`src/rtl/spi_slave.sv`:
```
// spi_slave: SPI target (slave) with selectable CPOL/CPHA, oversampled by clk.
//
// Ports:
//   clk, rst_n        system clock, asynchronous active-low reset
//   cpol, cpha        SPI mode; captured when the frame starts
//   spi_clk, cs_n,
//   mosi              raw SPI inputs from the master (asynchronous to clk)
//   miso, miso_oe     serial data back to the master and its output enable
//   tx_data, tx_ack   next word to send; tx_ack pulses when it is loaded
//   rx_data, rx_valid last complete received word; rx_valid pulses on update
//   busy              high while a chip-select window is open
//
// FSM states:
//   state  | meaning
//   IDLE   | cs_n high; spi_clk ignored, miso tri-stated (driven 0)
//   ACTIVE | cs_n low; shifting frames, back-to-back while cs_n stays low
module spi_slave #(
  parameter int DATA_W      = 8,
  parameter int SYNC_STAGES = 2
) (
  input  logic              clk,
  input  logic              rst_n,
  input  logic              cpol,
  input  logic              cpha,
  input  logic              spi_clk,
  input  logic              cs_n,
  input  logic              mosi,
  output logic              miso,
  output logic              miso_oe,
  input  logic [DATA_W-1:0] tx_data,
  output logic              tx_ack,
  output logic [DATA_W-1:0] rx_data,
  output logic              rx_valid,
  output logic              busy
);

  localparam int CNT_W = $clog2(DATA_W + 1);

  typedef enum logic {IDLE, ACTIVE} state_t;

  logic [SYNC_STAGES-1:0] sclk_sync_q;
  logic [SYNC_STAGES-1:0] cs_sync_q;
  logic [SYNC_STAGES-1:0] mosi_sync_q;
  logic                   sclk_prev_q;
  logic                   cs_prev_q;
  logic                   mosi_dly_q;

  state_t                 state_q;
  logic                   cpol_q;
  logic                   cpha_q;
  logic [DATA_W-1:0]      tx_shift_q;
  logic [DATA_W-1:0]      rx_shift_q;
  logic [CNT_W-1:0]       bit_cnt_q;
  logic                   miso_q;
  logic                   tx_ack_q;
  logic                   done_q;
  logic                   rx_valid_q;
  logic [DATA_W-1:0]      rx_data_q;

  logic sclk_s, cs_s;
  logic sclk_rise, sclk_fall, cs_rise, cs_fall;
  logic lead_edge, trail_edge, sample_edge, shift_edge;

  // Synchronizers plus the one-cycle history used for edge detection.
  // cs_n resets to deselected and spi_clk to low so no edge is seen on release.
  always_ff @(posedge clk or negedge rst_n) begin
    if (!rst_n) begin
      sclk_sync_q <= '0;
      cs_sync_q   <= '1;
      mosi_sync_q <= '0;
      sclk_prev_q <= 1'b0;
      cs_prev_q   <= 1'b1;
      mosi_dly_q  <= 1'b0;
    end else begin
      sclk_sync_q[0] <= spi_clk;
      cs_sync_q[0]   <= cs_n;
      mosi_sync_q[0] <= mosi;
      for (int i = 1; i < SYNC_STAGES; i++) begin
        sclk_sync_q[i] <= sclk_sync_q[i-1];
        cs_sync_q[i]   <= cs_sync_q[i-1];
        mosi_sync_q[i] <= mosi_sync_q[i-1];
      end
      sclk_prev_q <= sclk_sync_q[SYNC_STAGES-1];
      cs_prev_q   <= cs_sync_q[SYNC_STAGES-1];
      mosi_dly_q  <= mosi_sync_q[SYNC_STAGES-1];
    end
  end

  assign sclk_s    = sclk_sync_q[SYNC_STAGES-1];
  assign cs_s      = cs_sync_q[SYNC_STAGES-1];
  assign sclk_rise = sclk_s & ~sclk_prev_q;
  assign sclk_fall = ~sclk_s & sclk_prev_q;
  assign cs_rise   = cs_s & ~cs_prev_q;
  assign cs_fall   = ~cs_s & cs_prev_q;

  // Mode decode uses the values captured at frame start.
  assign lead_edge   = cpol_q ? sclk_fall : sclk_rise;
  assign trail_edge  = cpol_q ? sclk_rise : sclk_fall;
  assign sample_edge = cpha_q ? trail_edge : lead_edge;
  assign shift_edge  = cpha_q ? lead_edge : trail_edge;

  always_ff @(posedge clk or negedge rst_n) begin
    if (!rst_n) begin
      state_q    <= IDLE;
      cpol_q     <= 1'b0;
      cpha_q     <= 1'b0;
      tx_shift_q <= '0;
      rx_shift_q <= '0;
      bit_cnt_q  <= '0;
      miso_q     <= 1'b0;
      tx_ack_q   <= 1'b0;
      done_q     <= 1'b0;
      rx_valid_q <= 1'b0;
      rx_data_q  <= '0;
    end else begin
      tx_ack_q   <= 1'b0;
      done_q     <= 1'b0;
      // A completed frame publishes one cycle after the wrap, so a cs_n rise
      // right after the last bit cannot cancel it.
      rx_valid_q <= done_q;
      if (done_q) begin
        rx_data_q <= rx_shift_q;
      end

      case (state_q)
        IDLE: begin
          miso_q <= 1'b0;
          if (cs_fall) begin
            state_q    <= ACTIVE;
            cpol_q     <= cpol;
            cpha_q     <= cpha;
            tx_shift_q <= tx_data;
            tx_ack_q   <= 1'b1;
            bit_cnt_q  <= '0;
            rx_shift_q <= '0;
            miso_q     <= cpha ? 1'b0 : tx_data[DATA_W-1];
          end
        end

        ACTIVE: begin
          if (cs_rise) begin
            // Mid-frame deselect drops partial bits; any coincident edge is ignored.
            state_q   <= IDLE;
            bit_cnt_q <= '0;
            miso_q    <= 1'b0;
          end else if (bit_cnt_q == CNT_W'(DATA_W)) begin
            bit_cnt_q  <= '0;
            done_q     <= 1'b1;
            tx_shift_q <= tx_data;
            tx_ack_q   <= 1'b1;
            if (!cpha_q) begin
              miso_q <= tx_data[DATA_W-1];
            end
          end else begin
            if (sample_edge) begin
              rx_shift_q <= {rx_shift_q[DATA_W-2:0], mosi_dly_q};
              bit_cnt_q  <= bit_cnt_q + CNT_W'(1);
            end
            // A shift edge at bit_cnt 0 is the frame boundary: with cpha=0 the
            // MSB is already on miso, with cpha=1 this edge only presents it.
            if (shift_edge) begin
              if (bit_cnt_q != '0) begin
                tx_shift_q <= {tx_shift_q[DATA_W-2:0], 1'b0};
                miso_q     <= tx_shift_q[DATA_W-2];
              end else if (cpha_q) begin
                miso_q <= tx_shift_q[DATA_W-1];
              end
            end
          end
        end

        default: state_q <= IDLE;
      endcase
    end
  end

  assign busy     = (state_q == ACTIVE);
  assign miso_oe  = busy;
  assign miso     = miso_q & busy;
  assign tx_ack   = tx_ack_q;
  assign rx_valid = rx_valid_q;
  assign rx_data  = rx_data_q;

endmodule
```
`config.mk`:
```
export PLATFORM = sky130hd
export DESIGN_NAME = spi_slave
export DESIGN_NICKNAME = d
export VERILOG_FILES = /design/src/rtl/spi_slave.sv
export SDC_FILE = /design/constraint.sdc
export NUM_CORES = 1
export LEC_CHECK = 0
export ABC_AREA = 1
export CORE_MARGIN = 1.5
export CORE_UTILIZATION = 35
export DETAILED_ROUTE_END_ITERATION = 10
export GPL_ROUTABILITY_DRIVEN = 0
export PLACE_DENSITY = 0.52
export SLEW_MARGIN = 40
export SYNTH_ARGS = -nofsm -noshare
export SYNTH_HDL_FRONTEND = slang
export SYNTH_SLANG_ARGS = --single-unit
```
`constraint.sdc`:
```
create_clock -name clk -period 4.2 [get_ports clk]
set_input_delay 0.84 -clock clk [delete_from_list [all_inputs] [get_ports clk]]
set_output_delay 0.84 -clock clk [all_outputs]
set_load 0.01 [all_outputs]
```
==> out/qor.yml, run 1 <==
status:
  outcome: "complete, no violations"
routing:
  ant_nets: 0
  drtPass1Iterations: 4
  wl_per_cell_um: 11.62
  drc: 0
  num_vias: 1528
  vias_per_cell: 4.521
  drt_iter0_drc: 68
  drt-total-wl_um: 3928
power_and_ir_drop:
  p_leak_uw: 0.001304
  power_frac_comb_pct: 19.3
  ir_drop_mv: 0.1855
  p_per_area_mw_per_mm2: 385.7
  switchingPower_uw: 289.5
  power_frac_seq_pct: 53.9
  power_frac_clock_pct: 26.8
  cell_internal_pwr_uw: 661.7
  p_sw_share_pct: 30.44
setup_path:
  ff2ff_setup_slack_ps: 2490
  cp_cell_sequence: "nand2_1 -> inv_1 -> clkdlybuf4s50_1"
  crit_fanout: 16
  rr_worst_depth: 10
  crit_required_ps: 3360
  cpMaxStageDelayCell: "dfrtp_1"
  cp.arrival_ps: 1690
  slowest_delay_ps: 700
  timing.rr.start: "bit_cnt_q[0]"
  cp-start-kind: "flip-flop"
  crit_path_end_kind: "output port"
  reg2reg_to: "tx_shift_q[7]"
  criticalPathCategory: "flip-flop to output port"
die:
  io_pins: 28
  die_x_um: 79.50
  fp.coreArea_mm2: 0.005574
  dieArea_mm2: 0.006320
  start_util_pct: 36.75
  fp-row-count: 27
  fp.dieH_um: 79.50
yosys:
  postSynthCellCount: 236
  yosysSeqAreaShare_pct: 53.94
  synth_async_sr_flop_share_pct: 100.0
  synth_edf_count: 0
  synth_ff_type: "dfrtp_1"
  yosys_register_bits: 44
  syn_area_mm2: 0.002048
  synthDistinctLibCells: 25
  avgSynthCellArea_um2: 8.679
  yosysWarnings: 0
  synth_nets: 253
clock_tree:
  numCtsBuffers: 5
  cts_hold_buf: 0
  htree_levels: 2
  insertion_delay_ps: 300
  ctsResizeCount: 0
  cts_sinks: 44
  clk_pin_slew_ps: 80
  cts_buffer_depth: 2
  cts_root_buffer: "clkbuf_8"
  tritoncts: "yes"
  post_cts_buffers: 0
sta:
  max_freq_ghz: 0.3949
  drv_slew: 0
  tightestPinTransition_ps: 551.4
  setup_viol: 0
  skew_ps: 7.170
  rsz0062_at_grt: "no"
  setup_slack_ps: 1667
  fin_setup_tns_ps: 0
  hold_viol: 0
  fin_crit_ps: 2533
  max-slew-margin-rel_pct: 63.24
  finalCritPeriodShare_pct: 60.30
layout:
  drive_gt1_share_pct: 11.65
  final_area_mm2: 0.002466
  utilization_pct: 44.24
  final_common_cell: "nand2_1"
  layout.nets: 283
  fillers: 564
  antenna_cells: 0
  final_cell_mix: "nand2_1, dfrtp_1, nand3_1, inv_1, clkdlybuf4s50_1"
  syn_to_final_growth_pct: 20.40
global_routing:
  grt_max_degree: 45
  overflow: 0
  grt_pass1_wl_um: 7044
  grt_antenna_before_repair: 0
  grt_use_total_pct: 14.51
  first_global_vias: 1489
placement:
  port_buffers: 27
  dpl_cell_area_mm2: 0.002385
  post-place-ws_ps: 1960
  hpwlAfterDp_um: 2787
job:
  maxCapViolCount: 0
worst_hold_path:
  hold_path_startpoint: "mosi_sync_q[1]"
  hold_path.class: "flip-flop to flip-flop"
  hold_end: "mosi_dly_q"
  whs_path_depth: 0
registers in the layout, indices dropped and copies added (netlist names), 2 cells and up:
signal and count:
mosi_sync_q 2, sclk_sync_q 2, rx_data 8, rx_shift_q 8
bit_cnt_q 4, tx_shift_q 8, cs_sync_q 2
stage by stage:
| stage | total power [µW] | hold WS (ps) | instances |
|---|---|---|---|
| after floorplan | 643.8 | 331.2 | 236 |
| after global placement | 705.8 | 332.5 | 331 |
| after detailed placement | 708.0 | 334.7 | 331 |
| after CTS | 965.6 | 353.1 | 338 |
| after global routing | 1019 | 368.8 | 338 |
| final | 951.3 | 350.8 | 338 |
logic make-up (layout without fill, tap and decap cells):
logic type	after synthesis	in the layout	synth area share, %
compound gates	11	11	3.544
xor+xnor	2	2	0.8554
simple gates	134	134	29.32
fa+ha+maj	2	2	1.222
buf+inv	35	65	6.720
mux	8	8	4.398
flops	44	44	53.94
critical path, delay by kind of cell, from the launching register on:
kind / cells / cell delay (ps)
flip-flops: 1 / 700
AND/OR/NAND/NOR: 1 / 90
buffers and inverters: 2 / 600
final cells by class:
type	count	area (µm²)	area share, %
tap	72	90.09	3.653
multi-input combinational	157	805.8	32.67
inverter	31	116.4	4.718
clock buffer	5	68.82	2.790
sequential	44	1105	44.80
timing repair buffer	27	267.8	10.86
clock inverter	2	12.51	0.5074
layer usage:
layer	vias to the layer above	track usage, %	wire length [µm]
met4	0	6.842	77
met5	-	0	0
met1	692	19.80	1944
met2	27	22.37	1780
met3	7	2.400	125
li1	802	-	-
how the worst max path moves through the flow:
stage                     slack, ps  from   end
after CTS                      1620  busy  miso
after global placement         1940  busy  miso
after global routing           1510  busy  miso
after floorplan                2480  busy  miso
after detailed placement       1960  busy  miso
final                          1670  busy  miso
synth_stat cells, types with 2 or more instances:
cell type  count  share of area (%)
buf_2          2               0.49
dfrtp_1       41                 50
dfstp_2        3                3.8
ha_1           2                1.2
inv_1         28                5.1
inv_2          3               0.55
mux2_2         8                4.4
nand2_1       82                 15
nand2_4        3                1.6
nand3_1       35                8.6
nand4_1        3               0.92
nor2_1         6                1.1
nor2_4         2                1.1
o21ai_0        6                1.5
o21ai_1        2               0.49
power groups by stage:
| stage | clock, µW | sequential, µW | combinational [µW] |
|---|---|---|---|
| finish | 255 | 513 | 184 |
| global route | 285 | 521 | 213 |
| CTS | 266 | 513 | 187 |
| detailed placement | 0 | 522 | 186 |
| global placement | 0 | 522 | 184 |
| floorplan | 0 | 510 | 134 |
(Power assumes the default switching activity.)
==> run 2: changes to the inputs <==
clock period = 2.4 ns   (was 4.2 ns; I/O delays follow)
==> run 2 against run 1 <==
Sequential share of layout area is 0.83 points lower. Global-route usage increased by 0.26 points. Clock-buffer cell count unchanged. Cell count is 0.89% higher. Register-to-register slack got worse by 1700 ps. Flip-flop and latch count did not move.
==> out/qor.yml, run 2 (synthesis gave the netlist of run 1 again) <==
status:
  outcome: "complete, no violations"  # unchanged
clock_tree:
  cts_root_buffer: "clkbuf_8"  # unchanged
  tritoncts: "yes"  # unchanged
  numCtsBuffers: 5  # unchanged
  insertion_delay_ps: 300  # about the same
  post_cts_buffers: 0  # unchanged
  clk_pin_slew_ps: 80  # about the same
  cts_hold_buf: 0  # unchanged
  cts_sinks: 44  # unchanged
  htree_levels: 2  # unchanged
  cts_buffer_depth: 2  # unchanged
  ctsResizeCount: 0  # unchanged
routing:
  drc: 0  # unchanged
  drt_iter0_drc: 89  # was 68
  drtPass1Iterations: 4  # unchanged
  vias_per_cell: 4.713  # was 4.521
  num_vias: 1607  # was 1528
  wl_per_cell_um: 11.63  # was 11.62 µm
  drt-total-wl_um: 3967  # was 3928 µm
  ant_nets: 0  # unchanged
placement:
  port_buffers: 27  # unchanged
  hpwlAfterDp_um: 2848  # was 2787 µm
sta:
  hold_viol: 0  # unchanged
  max_freq_ghz: 0.5440
  max-slew-margin-rel_pct: 63.65  # was 63.24%
  rsz0062_at_grt: "no"  # unchanged
  drv_slew: 0  # unchanged
  tightestPinTransition_ps: 545.3  # was 551.4 ps
  whs_ps: 238.9  # was 350.8 ps
  setup_viol: 0  # unchanged
  finalCritPeriodShare_pct: 76.59
  fin_crit_ps: 1838
  fin_setup_tns_ps: 0  # unchanged
  skew_ps: 6.296  # was 7.170 ps
setup_path:
  crit_fanout: 5  # was 16
  cp_cell_sequence: "nand2_1 -> inv_1 -> clkdlybuf4s50_1"  # unchanged
  crit_family: "buffers and inverters"  # was flip-flops
  cp-start-kind: "flip-flop"  # unchanged
  cp.buffers_inverters: 2  # unchanged
  cpMaxStageDelayCell: "clkdlybuf4s50_1"  # was dfrtp_1
  ff2ff_setup_slack_ps: 760  # was 2490 ps
  slowest_delay_ps: 520  # was 700 ps
  crit_required_ps: 1920  # was 3360 ps
  crit_path_end_kind: "output port"  # unchanged
  cp.arrival_ps: 1360  # was 1690 ps
  reg2reg_to: "tx_shift_q[2]"  # was tx_shift_q[7]
  criticalPathCategory: "flip-flop to output port"  # unchanged
  rr_worst_depth: 10  # unchanged
  timing.rr.start: "bit_cnt_q[0]"  # unchanged
layout:
  antenna_cells: 0  # unchanged
  syn_to_final_growth_pct: 22.66  # was 20.40%
  final_cell_mix: "nand2_1, dfrtp_1, nand3_1, inv_1, clkdlybuf4s50_1"  # unchanged
  layout.nets: 285  # was 283
  final_common_cell: "nand2_1"  # unchanged
  drive_gt1_share_pct: 12.64  # was 11.65%
global_routing:
  grt_pass1_wl_um: 7182  # was 7044 µm
  grt_max_degree: 45  # unchanged
  grt_use_total_pct: 14.77  # was 14.51%
  first_global_vias: 1562  # was 1489
  overflow: 0  # unchanged
  grt_antenna_before_repair: 0  # unchanged
worst_hold_path:
  hold_path.class: "input port to asynchronous set/reset pin"  # was flip-flop to flip-flop
power_and_ir_drop:
  ir_drop_mv: 0.3563  # was 0.1855 mV
  p_per_area_mw_per_mm2: 716.4  # was 385.7 mW/mm²
  p_leak_uw: 0.001328  # was 0.001304 µW
die:
  fp-row-count: 27  # unchanged
  io_pins: 28  # unchanged
  fp.coreArea_mm2: 0.005574  # unchanged
  start_util_pct: 36.75  # unchanged
  fp.dieH_um: 79.50  # unchanged
  die_x_um: 79.50  # unchanged
  dieArea_mm2: 0.006320  # unchanged
job:
  maxCapViolCount: 0  # unchanged
-- run 2: cell count changes in the layout (fill, tap and decap cells not counted), sizes merged --
cell / delta
buf: +2
bufinv: +1
clkinv: -1
inv: +1
-- run 2: final cells by class --
cell class / count / area [µm²]
fillers: 569 / 3062
flip-flops and latches: 44 / 1105
multi-input cells: 157 / 805.8
repair buffers: 29 / 280.3
inverters: 31 / 116.4
well taps: 72 / 90.09
clock buffers: 5 / 68.82
clock inverters: 3 / 46.29
-- run 2: layer usage --
metal | vias up | GRT usage, % | routed length, µm
met1 | 753 | 19.29 | 1909
li1 | 802 | - | -
met2 | 41 | 22.71 | 1785
met5 | - | 0 | 0
met3 | 11 | 4.114 | 166
met4 | 0 | 6.667 | 105
-- run 2: worst max path at each step --
| stage | slack, ps | endpoint | depth (start not counted) | startpoint |
|---|---|---|---|---|
| detailed placement | 780 | tx_shift_q[2] | 10 | bit_cnt_q[0] |
| finish | 560 | miso | 3 | busy |
| CTS | 530 | miso | 3 | busy |
| global route | 470 | miso | 3 | busy |
| floorplan | 990 | tx_shift_q[0] | 9 | bit_cnt_q[0] |
| global placement | 760 | tx_shift_q[5] | 8 | bit_cnt_q[0] |
-- run 2: metrics by stage --
stage / std cells / area [µm²] / util, % / power [µW] / worst slack [ps]
after floorplan: 236 / 2048 / - / 1127 / 992.7
after global placement: 333 / 2397 / 43.01 / 1246 / 762.2
after detailed placement: 333 / 2397 / 43.01 / 1245 / 777.7
after CTS: 341 / 2512 / 45.07 / 1835 / 527.8
after global routing: 341 / 2512 / 45.07 / 1928 / 470.6
final: 341 / 2512 / 45.07 / 1800 / 561.8
-- run 2: report_power, final --
part | internal (µW) | total [µW] | switching [µW] | leakage (µW)
registers | 831 | 891 | 60.1 | 0.000570
logic | 133 | 334 | 201 | 0.000703
clock network | 313 | 575 | 261 | 0.0000548
==> run 3: changes to the inputs <==
clock period = 1.76 ns   (was 2.4 ns; I/O delays follow)
==> run 3 against run 2 <==
Total power rose by 36%. Wire length rose by 2.8%. Non-clock buffer count rose by 5. Worst setup slack got worse by 490 ps. Sequential share of layout area fell by 0.53 points. Sequential power rose by 36%. Clock skew fell by 1.5 ps. Die area did not move.
==> out/qor.yml, run 3 (synthesis gave the netlist of run 1 again) <==
layout:
  final_common_cell: "nand2_1"  # unchanged
  layout.nets: 290  # was 285
  final_area_mm2: 0.002546  # was 0.002512 mm²
  fin_cells: 346  # was 341
  syn_to_final_growth_pct: 24.31  # was 22.66%
  fillers: 571  # was 569
  antenna_cells: 0  # unchanged
  final_cell_mix: "nand2_1, dfrtp_1, nand3_1, inv_1, clkdlybuf4s50_1"  # unchanged
  drive_gt1_share_pct: 14.60  # was 12.64%
setup_path:
  crit_required_ps: 1410  # was 1920 ps
  cpMaxStageDelayCell: "clkdlybuf4s50_1"  # unchanged
  cp-start-kind: "flip-flop"  # unchanged
  startpoint: "busy"  # unchanged
  cp_cell_sequence: "nand2_1 -> inv_1 -> clkdlybuf4s50_1"  # unchanged
  crit_fanout: 5  # unchanged
  criticalPathCategory: "flip-flop to output port"  # unchanged
  timing.rr.start: "bit_cnt_q[0]"  # unchanged
  cp.arrival_ps: 1340  # was 1360 ps
  slowest_delay_ps: 520  # about the same
  crit_path_end_kind: "output port"  # unchanged
sta:
  setup_viol: 0  # unchanged
  skew_ps: 4.821  # was 6.296 ps
  finalCritPeriodShare_pct: 96.12
  drv_slew: 0  # unchanged
  hold_viol: 0  # unchanged
  tightestPinTransition_ps: 554.1  # was 545.3 ps
  max-slew-margin-rel_pct: 63.06  # was 63.65%
  setup_slack_ps: 68.27  # was 561.8 ps
  fin_crit_ps: 1692
  fin_setup_tns_ps: 0  # unchanged
  max_freq_ghz: 0.5911
clock_tree:
  clk_pin_slew_ps: 80  # about the same
  cts_root_buffer: "clkbuf_8"  # unchanged
  cts_sinks: 44  # unchanged
  numCtsBuffers: 5  # unchanged
  insertion_delay_ps: 290  # was 300 ps
  tritoncts: "yes"  # unchanged
  cts_hold_buf: 0  # unchanged
  htree_levels: 2  # unchanged
  cts_buffer_depth: 2  # unchanged
placement:
  dpl_cell_area_mm2: 0.002412  # was 0.002397 mm²
  post-place-ws_ps: 99.42  # was 777.7 ps
  port_buffers: 27  # unchanged
  dp_cells: 335  # was 333
  hpwlAfterDp_um: 2841  # was 2848 µm
global_routing:
  met1_usage_pct: 19.69  # was 19.29%
  grt_max_degree: 45  # unchanged
  grt_use_met3_pct: 3.429  # was 4.114%
  first_global_vias: 1500  # was 1562
  grt_use_total_pct: 14.30  # was 14.77%
  grtUsageMet2_pct: 22.29  # was 22.71%
  grt_antenna_before_repair: 0  # unchanged
  grt-busiest-layer: "met2"  # unchanged
  grt_pass1_wl_um: 7024  # was 7182 µm
  overflow: 0  # unchanged
routing:
  num_vias: 1601  # was 1607
  drt-total-wl_um: 4077  # was 3967 µm
  drtPass1Iterations: 4  # unchanged
  drt_iter0_drc: 59  # was 89
  ant_nets: 0  # unchanged
  drc: 0  # unchanged
  wl_per_cell_um: 11.78  # was 11.63 µm
  vias_per_cell: 4.627  # was 4.713
status:
  outcome: "complete, no violations"  # unchanged
die:
  io_pins: 28  # unchanged
  fp.coreArea_mm2: 0.005574  # unchanged
  die_x_um: 79.50  # unchanged
  fp.dieH_um: 79.50  # unchanged
  fp-row-count: 27  # unchanged
  dieArea_mm2: 0.006320  # unchanged
  start_util_pct: 36.75  # unchanged
power_and_ir_drop:
  ir_drop_mv: 0.4745  # was 0.3563 mV
  p_per_area_mw_per_mm2: 958.1  # was 716.4 mW/mm²
  finalPower_uw: 2440  # was 1800 µW
  p_leak_uw: 0.001352  # was 0.001328 µW
worst_hold_path:
  hold_path.class: "input port to asynchronous set/reset pin"  # unchanged
job:
  maxCapViolCount: 0  # unchanged
run 3: critical path: cells and delay by family, from the launching register on:
kind | cells | cell delay, ps
simple gates | 1 | 60
flops | 1 | 410
buf+inv | 2 | 580
run 3: worst paths after layout:
path | cells after the start | to | slack, ps
max in group asynchronous | 2 | busy | 1230
worst min-delay path | 2 | tx_shift_q[0] | 130
worst min register to register | 0 | mosi_dly_q | 350
min in group clk | 0 | mosi_dly_q | 350
worst max-delay path | 3 | miso | 70
worst max register to register | 9 | tx_shift_q[6] | 160
run 3: through the flow:
step           hold WS (ps)  utilization (%)
2_1_floorplan         56.41                -
3_3_place_gp          333.8            43.28
3_5_place_dp          338.7            43.28
4_1_cts               150.8            45.50
5_1_grt               179.7            45.68
6_report              132.7            45.68
run 3: timing repair:
item,4_1_cts,5_1_grt
buffers inserted,2,1
endpoints found under the setup margin,1,8
pin swaps,0,1
cloned,0,0
gates resized for setup,1,1
run 3: report_power, final:
| group | switching (µW) | internal (µW) |
|---|---|---|
| Combinational | 284 | 199 |
| Sequential | 79.8 | 1130 |
| Clock | 322 | 421 |
run 3: layout make-up:
| type | count | area (µm²) | share of cell area, % |
|---|---|---|---|
| repair buffers | 34 | 317.8 | 12.48 |
| well taps | 72 | 90.09 | 3.538 |
| multi-input cells | 157 | 808.3 | 31.74 |
| clock buffers | 6 | 72.57 | 2.850 |
| flip-flops and latches | 44 | 1106 | 43.44 |
| clock inverters | 2 | 35.03 | 1.376 |
| inverters | 31 | 116.4 | 4.570 |
run 3: routing by layer:
layer | part of all wire [%] | vias to the layer above | wire length [µm]
met4 | 0.59 | 0 | 24
met5 | 0 | - | 0
met3 | 3.6 | 2 | 145
li1 | - | 816 | -
met2 | 48 | 27 | 1951
met1 | 48 | 756 | 1956
